`src/rtl/rc4_pkg.sv`:
```
// rc4_pkg: shared sizes and FSM state encoding for the RC4 key-scheduling controller.
package rc4_pkg;
    localparam int N = 16;
    localparam int W = 4;
    typedef enum logic [2:0] {IDLE, INIT, LOAD, SWAP, WRITE, DONE} state_e;
endpackage

```
`src/rtl/rc4_state_mem.sv`:
```
// rc4_state_mem: 16 x 4-bit RC4 state array S.
// Ports: clk/reset (async active-low, clears S); we writes wd1 to wa1, and with we2
// also wd2 to wa2 (skipped when wa2 == wa1); ra1/ra2/ra3 are combinational reads.
module rc4_state_mem
    import rc4_pkg::*;
(
    input  logic         clk,
    input  logic         reset,
    input  logic         we,
    input  logic         we2,
    input  logic [W-1:0] wa1,
    input  logic [W-1:0] wd1,
    input  logic [W-1:0] wa2,
    input  logic [W-1:0] wd2,
    input  logic [W-1:0] ra1,
    input  logic [W-1:0] ra2,
    input  logic [W-1:0] ra3,
    output logic [W-1:0] rd1,
    output logic [W-1:0] rd2,
    output logic [W-1:0] rd3
);
    logic [W-1:0] mem_q [N];
    logic [W-1:0] mem_d [N];

    // A self-swap (wa1 == wa2) collapses to one write; both data carry the same value.
    always_comb begin
        mem_d = mem_q;
        if (we) mem_d[wa1] = wd1;
        if (we && we2 && wa2 != wa1) mem_d[wa2] = wd2;
    end

    always_ff @(posedge clk or negedge reset)
        if (!reset) mem_q <= '{default: '0};
        else        mem_q <= mem_d;

    assign rd1 = mem_q[ra1];
    assign rd2 = mem_q[ra2];
    assign rd3 = mem_q[ra3];
endmodule

```
`src/rtl/rc4_ksa_ctrl.sv`:
```
// rc4_ksa_ctrl: RC4 key-scheduling controller driving an external Swap stage.
// Ports: clk, reset (async active-low); start/key/key_len launch a run (key_len 0 = 16);
// sw_in1/sw_in2/sw_sel feed the Swap stage, sw_out1/sw_out2 return its registers;
// busy spans INIT..WRITE, done pulses once; rd_addr/rd_data read S combinationally.
module rc4_ksa_ctrl
    import rc4_pkg::*;
(
    input  logic            clk,
    input  logic            reset,
    input  logic            start,
    input  logic [N*W-1:0]  key,
    input  logic [W-1:0]    key_len,
    output logic [W-1:0]    sw_in1,
    output logic [W-1:0]    sw_in2,
    output logic            sw_sel,
    input  logic [W-1:0]    sw_out1,
    input  logic [W-1:0]    sw_out2,
    output logic            busy,
    output logic            done,
    input  logic [W-1:0]    rd_addr,
    output logic [W-1:0]    rd_data
);
    state_e           state_q, state_d;
    logic [W-1:0]     i_q, i_d, j_q, j_d, k_q, k_d, len_q, len_d;
    logic [N*W-1:0]   key_q, key_d;
    logic             we, we2;
    logic [W-1:0]     wd1, s_i, s_jn, jn, key_nib;

    rc4_state_mem u_mem (
        .clk   (clk),
        .reset (reset),
        .we    (we),
        .we2   (we2),
        .wa1   (i_q),
        .wd1   (wd1),
        .wa2   (j_q),
        .wd2   (sw_out2),
        .ra1   (i_q),
        .ra2   (jn),
        .ra3   (rd_addr),
        .rd1   (s_i),
        .rd2   (s_jn),
        .rd3   (rd_data)
    );

    assign key_nib = key_q[{k_q, 2'b00} +: W];
    assign jn      = j_q + s_i + key_nib;

    // INIT writes i to S[i]; WRITE takes the swapped pair back from the Swap stage.
    always_comb begin
        state_d = state_q;
        i_d     = i_q;
        j_d     = j_q;
        k_d     = k_q;
        key_d   = key_q;
        len_d   = len_q;
        we      = 1'b0;
        we2     = 1'b0;
        wd1     = i_q;
        sw_in1  = '0;
        sw_in2  = '0;
        case (state_q)
            IDLE: if (start) begin
                state_d = INIT;
                i_d     = '0;
                key_d   = key;
                len_d   = key_len;
            end
            INIT: begin
                we      = 1'b1;
                i_d     = i_q + 1'b1;
                j_d     = '0;
                k_d     = '0;
                state_d = i_q == W'(N - 1) ? LOAD : INIT;
            end
            LOAD: begin
                j_d     = jn;
                sw_in1  = s_i;
                sw_in2  = s_jn;
                state_d = SWAP;
            end
            SWAP: state_d = WRITE;
            WRITE: begin
                we      = 1'b1;
                we2     = 1'b1;
                wd1     = sw_out1;
                i_d     = i_q + 1'b1;
                // len_q - 1 wraps to 15 when key_len is 0, giving a 16-nibble key.
                k_d     = k_q == len_q - 1'b1 ? '0 : k_q + 1'b1;
                state_d = i_q == W'(N - 1) ? DONE : LOAD;
            end
            DONE:    state_d = IDLE;
            default: state_d = IDLE;
        endcase
    end

    always_ff @(posedge clk or negedge reset)
        if (!reset) begin
            state_q <= IDLE;
            i_q     <= '0;
            j_q     <= '0;
            k_q     <= '0;
            key_q   <= '0;
            len_q   <= '0;
        end else begin
            state_q <= state_d;
            i_q     <= i_d;
            j_q     <= j_d;
            k_q     <= k_d;
            key_q   <= key_d;
            len_q   <= len_d;
        end

    assign busy   = state_q inside {INIT, LOAD, SWAP, WRITE};
    assign done   = state_q == DONE;
    assign sw_sel = state_q == SWAP;
endmodule

```
`config.mk`:
```
export PLATFORM = sky130hd
export DESIGN_NAME = rc4_ksa_ctrl
export DESIGN_NICKNAME = d
export VERILOG_FILES = /design/src/rtl/rc4_pkg.sv /design/src/rtl/rc4_state_mem.sv /design/src/rtl/rc4_ksa_ctrl.sv
export SDC_FILE = /design/constraint.sdc
export NUM_CORES = 1
export LEC_CHECK = 0
export CAP_MARGIN = 20
export CORE_MARGIN = 3
export CORE_UTILIZATION = 40
export DETAILED_ROUTE_END_ITERATION = 6
export MAX_ROUTING_LAYER = met4
export SLEW_MARGIN = 20
export SYNTH_ARGS = -nofsm -noshare
export SYNTH_HDL_FRONTEND = slang
export SYNTH_HIERARCHICAL = 1
export SYNTH_SLANG_ARGS = --single-unit
```
`constraint.sdc`:
```
create_clock -name clk -period 4.71 [get_ports clk]
set_clock_uncertainty 0.2 [all_clocks]
set_input_delay 0.471 -clock clk [delete_from_list [all_inputs] [get_ports clk]]
set_output_delay 0.471 -clock clk [all_outputs]
set_load 0.1 [all_outputs]
```
==> reports/qor.csv, run 1 <==
metric;value;unit
Comb power frac;61.2;%
Final Instance Area;11810;um^2
leakage;4.949;nW
most frequent cells after synthesis;dfrtp_1, mux2_2, mux4_2;
sequential fraction of the synthesis area;38.81;%
post-DP HPWL;21440;um
die height;159.9;um
final wirelength;29010;um
Peak VDD IR;394.3;uV
CTS tree;yes;
Async S/R FF share, synth;100.0;%
post-layout minimum cycle time;4.914;ns
Synth area leader;dfrtp_1;
Synth Flop Type;dfrtp_1;
Avg Cell Area, Syn;13.11;um^2
Via density;5.829;
Post-synth EDFFs;0;
Cell Area, Placed;10900;um^2
Post-Place Setup Slack;-0.09693;ns
Slew @ Worst Pin;0.9815;ns
synth warn;6;
fin crit share;104.3;%
synthesized cell area;9478;um^2
total number of vias;6733;
Die ar.;25580;um^2
failing checks;hold timing, setup timing;
FF-to-FF End;j_q[3];
synth-to-layout area growth;24.62;%
clk_lat worst skew;0.44;ns
Mapped Nets;814;
RSZ-0062 raised after global routing;true;
Worst Hold Class;input port to asynchronous set/reset pin;
Internal Dissipation;5.582;mW
clk sinks;147;
fmax;203.5;MHz
initial drt markers;571;
pin count of the biggest net entering global routing;114;
Sequential Power Share;24.7;%
Buffers on Ports;97;
Final Hold Fails;34;
initial antenna violation count;0;
CP arrival;4.24;ns
Setup crit end kind;primary output;
FF+latch count, synth;147;
worst setup margin;-0.2036;ns
Total GRT Usage;23.84;%
Worst Reg-to-Reg Cells;13;
post-route ant nets;0;
per-cell routed wire length;25.11;um
setup TNS;-0.7564;ns
io pins;98;
switching power of the nets;4.200;mW
Final GP Congestion;0.9685;
Nets;920;
final setup fails;4;
R2R Setup Slk;1.10;ns
Critical Path Source;k_q[0];
Cells after Synth;723;
MaxCap Viol Count;0;
most frequent cell after synthesis;dfrtp_1;
hold_ws;-0.07239;ns
antenna cells;0;
Cell Pwr Density;828.2;nW/um^2
CTS Root Cell;clkbuf_16;
H-tree depth;4;
DR DRC count;0;
TritonCTS Buffers;17;
Core ar.;22980;um^2
reg2reg start;k_q[0];
Slew HR;34.36;%
vias in the first global route;7362;
Clk network pwr share;14.1;%
status;finished, violations left;
Synth area leaders;dfrtp_1, mux4_2, mux2_2;
Slew Limit Fails;0;
critical path class;register to primary output;
clock buffer depth;2;
share of cells above drive strength 1;42.16;%
CP startpoint kind;register;
Synth cell types;54;
clock-pin slew on the worst setup and hold paths;0.08;ns
Pre-antenna DRT Iters;5;
Initial Utilization;41.24;%
Post-CTS Hold Fix Bufs;0;
post-synth top area share;38.81;%
total gr overflow;0;
CP Data Required Time;4.04;ns
Die Wd;159.9;um
critical-path maximum fanout;6;
standard-cell rows;55;
Sw Share;42.94;%
first-pass GRT wire length;44880;um
worst max-delay path, cell delays in order (launching register included):
cell	delay (ns)
dfrtp_2	0.42
buf_12	0.14
mux4_2	0.52
a22oi_2	0.19
nand2_2	0.10
fa_1	0.50
ha_2	0.18
inv_2	0.04
fa_2	0.34
xnor2_2	0.18
xnor2_2	0.15
xor2_1	0.17
buf_4	0.18
nor2b_4	0.18
nand2_1	0.06
nand3_1	0.08
and3_4	0.19
buf_12	0.17
metal layers:
layer	global-route usage, %	up-vias	share of wire [%]
met1	32.60	3536	45
met3	3.943	28	5.4
met4	6.114	0	1.6
li1	-	2949	-
met2	37.27	220	48
met5	-	-	0
per-stage QoR:
step	utilization, %	instances	total power, mW
6_report	51.39	1155	9.783
5_1_grt	51.39	1155	10.34
4_1_cts	50.99	1153	9.627
3_5_place_dp	47.44	1116	7.847
3_3_place_gp	47.44	1116	7.757
2_1_floorplan	-	723	6.112
area by class of cell:
cell class              count  area, um^2
clock buffers              17       425.4
flip-flops and latches    147        3681
well taps                 313       391.6
inverters                  16       65.06
clock inverters            15       196.4
repair buffers            136        1380
multi-input cells         511        5672
fillers                  1955       11170
what timing repair did:
| item | in CTS | in global routing |
|---|---|---|
| pin swaps | 13 | 10 |
| gates resized for setup | 34 | 17 |
| setup endpoints to repair | 4 | 4 |
| setup buffers | 4 | 2 |
| gates cloned | 1 | 0 |
power by group through the flow:
stage	Combinational, mW	Sequential [mW]	Clock, mW
after floorplan	3.99	2.12	0
after global routing	6.39	2.48	1.46
after detailed placement	5.46	2.39	0
final	5.99	2.41	1.38
after global placement	5.37	2.38	0
after CTS	5.82	2.40	1.41
state kept, by name, summed over array words and instances (netlist names):
signal       count
i_q              4
j_q              4
k_q              4
key_q           64
len_q            4
state_q          3
u_mem/mem_q     64
kinds of logic after synthesis:
family / synth area share, %
flops: 38.81
buf+inv: 3.604
compound gates: 4.304
simple gates: 9.795
fa+ha+maj: 1.373
mux: 40.40
xor+xnor: 1.716
how the worst max path moves through the flow:
stage,endpoint,slack [ns],cells past startpoint
after global routing,sw_in2[0],-0.38,17
after global placement,sw_in2[2],0.04,15
final,sw_in2[2],-0.20,17
after detailed placement,sw_in2[3],-0.1,15
after floorplan,sw_in2[2],0.007,16
after CTS,sw_in2[2],-0.18,17
placed cells by master, fill, tap and decap left out, types with 7 or more instances in the layout:
cell and count:
dfrtp_1 145, mux2_2 99, clkdlybuf4s50_1 84, mux4_2 58
mux2_4 50, mux2_1 45, nand2_1 40, buf_4 37
nand3_1 25, nor2_1 22, clkbuf_16 17, inv_1 13
mux2i_1 11, o21ai_0 10, nor3_2 10, xor2_1 9
a22oi_2 8, clkinv_8 8, buf_12 8, a221oi_2 7
nand2b_1 7, a22oi_1 7
Note: power is estimated with default switching activity, not from simulation.
==> run 2: changes to the inputs <==
--- a/constraint.sdc
+++ b/constraint.sdc
@@ -3,3 +3,3 @@
 set_input_delay 0.471 -clock clk [delete_from_list [all_inputs] [get_ports clk]]
 set_output_delay 0.471 -clock clk [all_outputs]
-set_load 0.1 [all_outputs]
+set_load 0.01 [all_outputs]
==> run 2 against run 1 <==
The flow finishes with violations (setup timing); critical path depth unchanged; fmax increased by 0.67%; count of clock-buffer cells in the layout unchanged; sequential power decreased by 4%; worst setup slack improved by 0.033 ns; utilization increased by 0.83 points; final cell count increased by 3.7%; sequential cell count unchanged; first-iteration DRC count increased by 9.1%; register-to-register slack got worse by 0.02 ns; total power decreased by 0.19%; combinational power increased by 2%; critical endpoint is now sw_in2[1].
==> reports/qor.csv, run 2 (same netlist as run 1, synthesis figures left out) <==
metric;value;unit
Slowest-stage cell, CP;mux4_2;
CP Data Required Time;4.04;ns
Cell Pwr Density;813.6;nW/um^2
Die Wd;159.9;um
Final Instance Area;12000;um^2
CP peak stage delay;0.53;ns
DR DRC count;0;
met2 usage in global routing;36.34;%
final setup fails;4;
failing checks;setup timing;
Hold Path Sink;key_q[26];
Final Total Pwr;9.764;mW
Post-Place Setup Slack;-0.5108;ns
fmax;204.9;MHz
hold path startpoint;key_q[26];
sequential cell area;3680;um^2
Final GP Congestion;0.9599;
final wirelength;28270;um
antenna cells;0;
Total GRT Usage;23.23;%
worst hold stages;1;
Worst Reg-to-Reg Cells;13;
Final Hold Fails;0;
GR peak layer;met2;
Slew HR;40.26;%
critical path class;register to primary output;
top flop regs;key_q: 64 flops, u_mem/mem_q: 64 flops;
post-route ant nets;0;
Multi-input gate area;5584;um^2
clk sinks;147;
Slew Limit Fails;0;
R2R Setup Slk;1.08;ns
Nets;963;
clock-pin slew on the worst setup and hold paths;0.07;ns
Slew @ Worst Pin;0.8933;ns
die height;159.9;um
critical path's top delay family;adder cells;
leakage;5.118;nW
initial drt markers;623;
most common cell after layout, fill and taps aside;dfrtp_1;
RSZ-0062 raised after global routing;true;
Worst Hold Class;register to register;
CTS Root Cell;clkbuf_16;
pin count of the biggest net entering global routing;72;
Buffers on Ports;97;
cell mode on critical path;xnor2_2;
commonest cells after routing, fill and taps aside;dfrtp_1, mux2_2, clkdlybuf4s50_1;
CP arrival;4.21;ns
fin crit share;103.6;%
initial antenna violation count;0;
per-cell routed wire length;23.60;um
FF-to-FF End;j_q[3];
total number of vias;6929;
clk_lat worst skew;0.44;ns
Core ar.;22980;um^2
Initial Utilization;41.24;%
MaxCap Viol Count;0;
clock buffer depth;2;
H-tree depth;4;
Pre-antenna DRT Iters;5;
Peak VDD IR;585.6;uV
standard-cell rows;55;
worst setup margin;-0.1707;ns
Via density;5.784;
status;finished, violations left;
Fill cells;1994;
Die ar.;25580;um^2
synth-to-layout area growth;26.63;%
first-pass GRT wire length;44390;um
io pins;98;
post-DP HPWL;21060;um
M3 GR Usage;5.396;%
share of cells above drive strength 1;41.81;%
critical-path maximum fanout;8;
CP startpoint kind;register;
Cell Area, Placed;11210;um^2
Setup crit end kind;primary output;
post-layout minimum cycle time;4.881;ns
met1 Use GR;30.92;%
CP Cell Sequence;buf_12 > buf_4 > mux4_2 > a22oi_1 > nand2_1 > fa_1 > inv_1 > fa_2 > xnor2_2 > xnor2_2 > xor2_2 > buf_6 > nor2_4 > a22oi_2 > nand3_1 > and3_1 > buf_2;
total gr overflow;0;
Bufs and invs on worst path;5;
CTS tree;yes;
vias in the first global route;7318;
TritonCTS Buffers;17;
reg2reg start;k_q[0];
==> run 2: cell types whose count changed in the layout (fill, tap and decap cells not counted), moves of 3 or more <==
cell             before  now
a221oi_1              0    5
a221oi_2              7    2
and3_1                6   10
and3_4                4    0
buf_2                 0    4
buf_4                37   68
clkdlybuf4s50_1      84   92
clkinv_4              5    2
clkinv_8              8    3
inv_8                 2    6
mux2i_1              11   14
==> run 2: stage by stage <==
step	utilization [%]	instances	hold slack, ns	TNS, ns
final	52.22	1198	0.3037	-0.6165
after floorplan	-	723	-0.02459	0
after CTS	52.00	1195	0.3076	-0.5246
after detailed placement	48.79	1157	0.2907	-2.008
after global routing	52.22	1198	0.3236	-1.209
after global placement	48.79	1157	0.2835	-1.709
==> run 2: cell type report <==
type,instances,area share [%]
Clock inverter,15,1.355
Sequential cell,147,30.66
Inverter,16,0.5421
Clock buffer,17,3.545
Timing Repair Buffer,179,14.11
Multi-Input combinational cell,511,46.53
Tap cell,313,3.263
==> run 2: routing by layer <==
layer / vias up / wire (um)
met5: - / 0
met4: 0 / 424
met3: 40 / 1846
met2: 231 / 13700
met1: 3621 / 12310
li1: 3037 / -
==> run 2: worst register-to-register path, cell delays in order (launching register included) <==
cell      delay (ns)
dfrtp_1         0.41
buf_12          0.15
buf_4           0.11
mux4_2          0.53
a22oi_1         0.20
nand2_1         0.10
fa_1            0.49
inv_1           0.06
fa_2            0.40
xnor2_2         0.16
xnor2_2         0.17
buf_4           0.16
a2111o_1        0.38
nand3_1         0.07
==> run 2: worst max-delay path by stage <==
| stage | startpoint | to | slack (ns) | depth (start not counted) |
|---|---|---|---|---|
| floorplan | i_q[0] | sw_in2[2] | 0.008 | 16 |
| global placement | i_q[0] | sw_in2[2] | -0.43 | 15 |
| detailed placement | i_q[0] | sw_in2[2] | -0.51 | 15 |
| CTS | k_q[0] | sw_in2[1] | -0.17 | 17 |
| global route | k_q[0] | sw_in2[3] | -0.31 | 18 |
| finish | k_q[0] | sw_in2[1] | -0.17 | 17 |
==> run 2: report_power, final <==
part	internal (mW)	switching (mW)	total (mW)
clock network	0.711	0.651	1.36
registers	1.82	0.495	2.31
logic	3.31	2.78	6.09
total	5.84	3.93	9.76
==> run 2: what timing repair did <==
item | in CTS | in global routing
endpoints found under the hold margin | 68 | 0
hold buffers | 1 | 0
resized for setup | 43 | 4
setup endpoints to repair | 4 | 4
buffers inserted | 5 | 2
pin swaps | 9 | 5
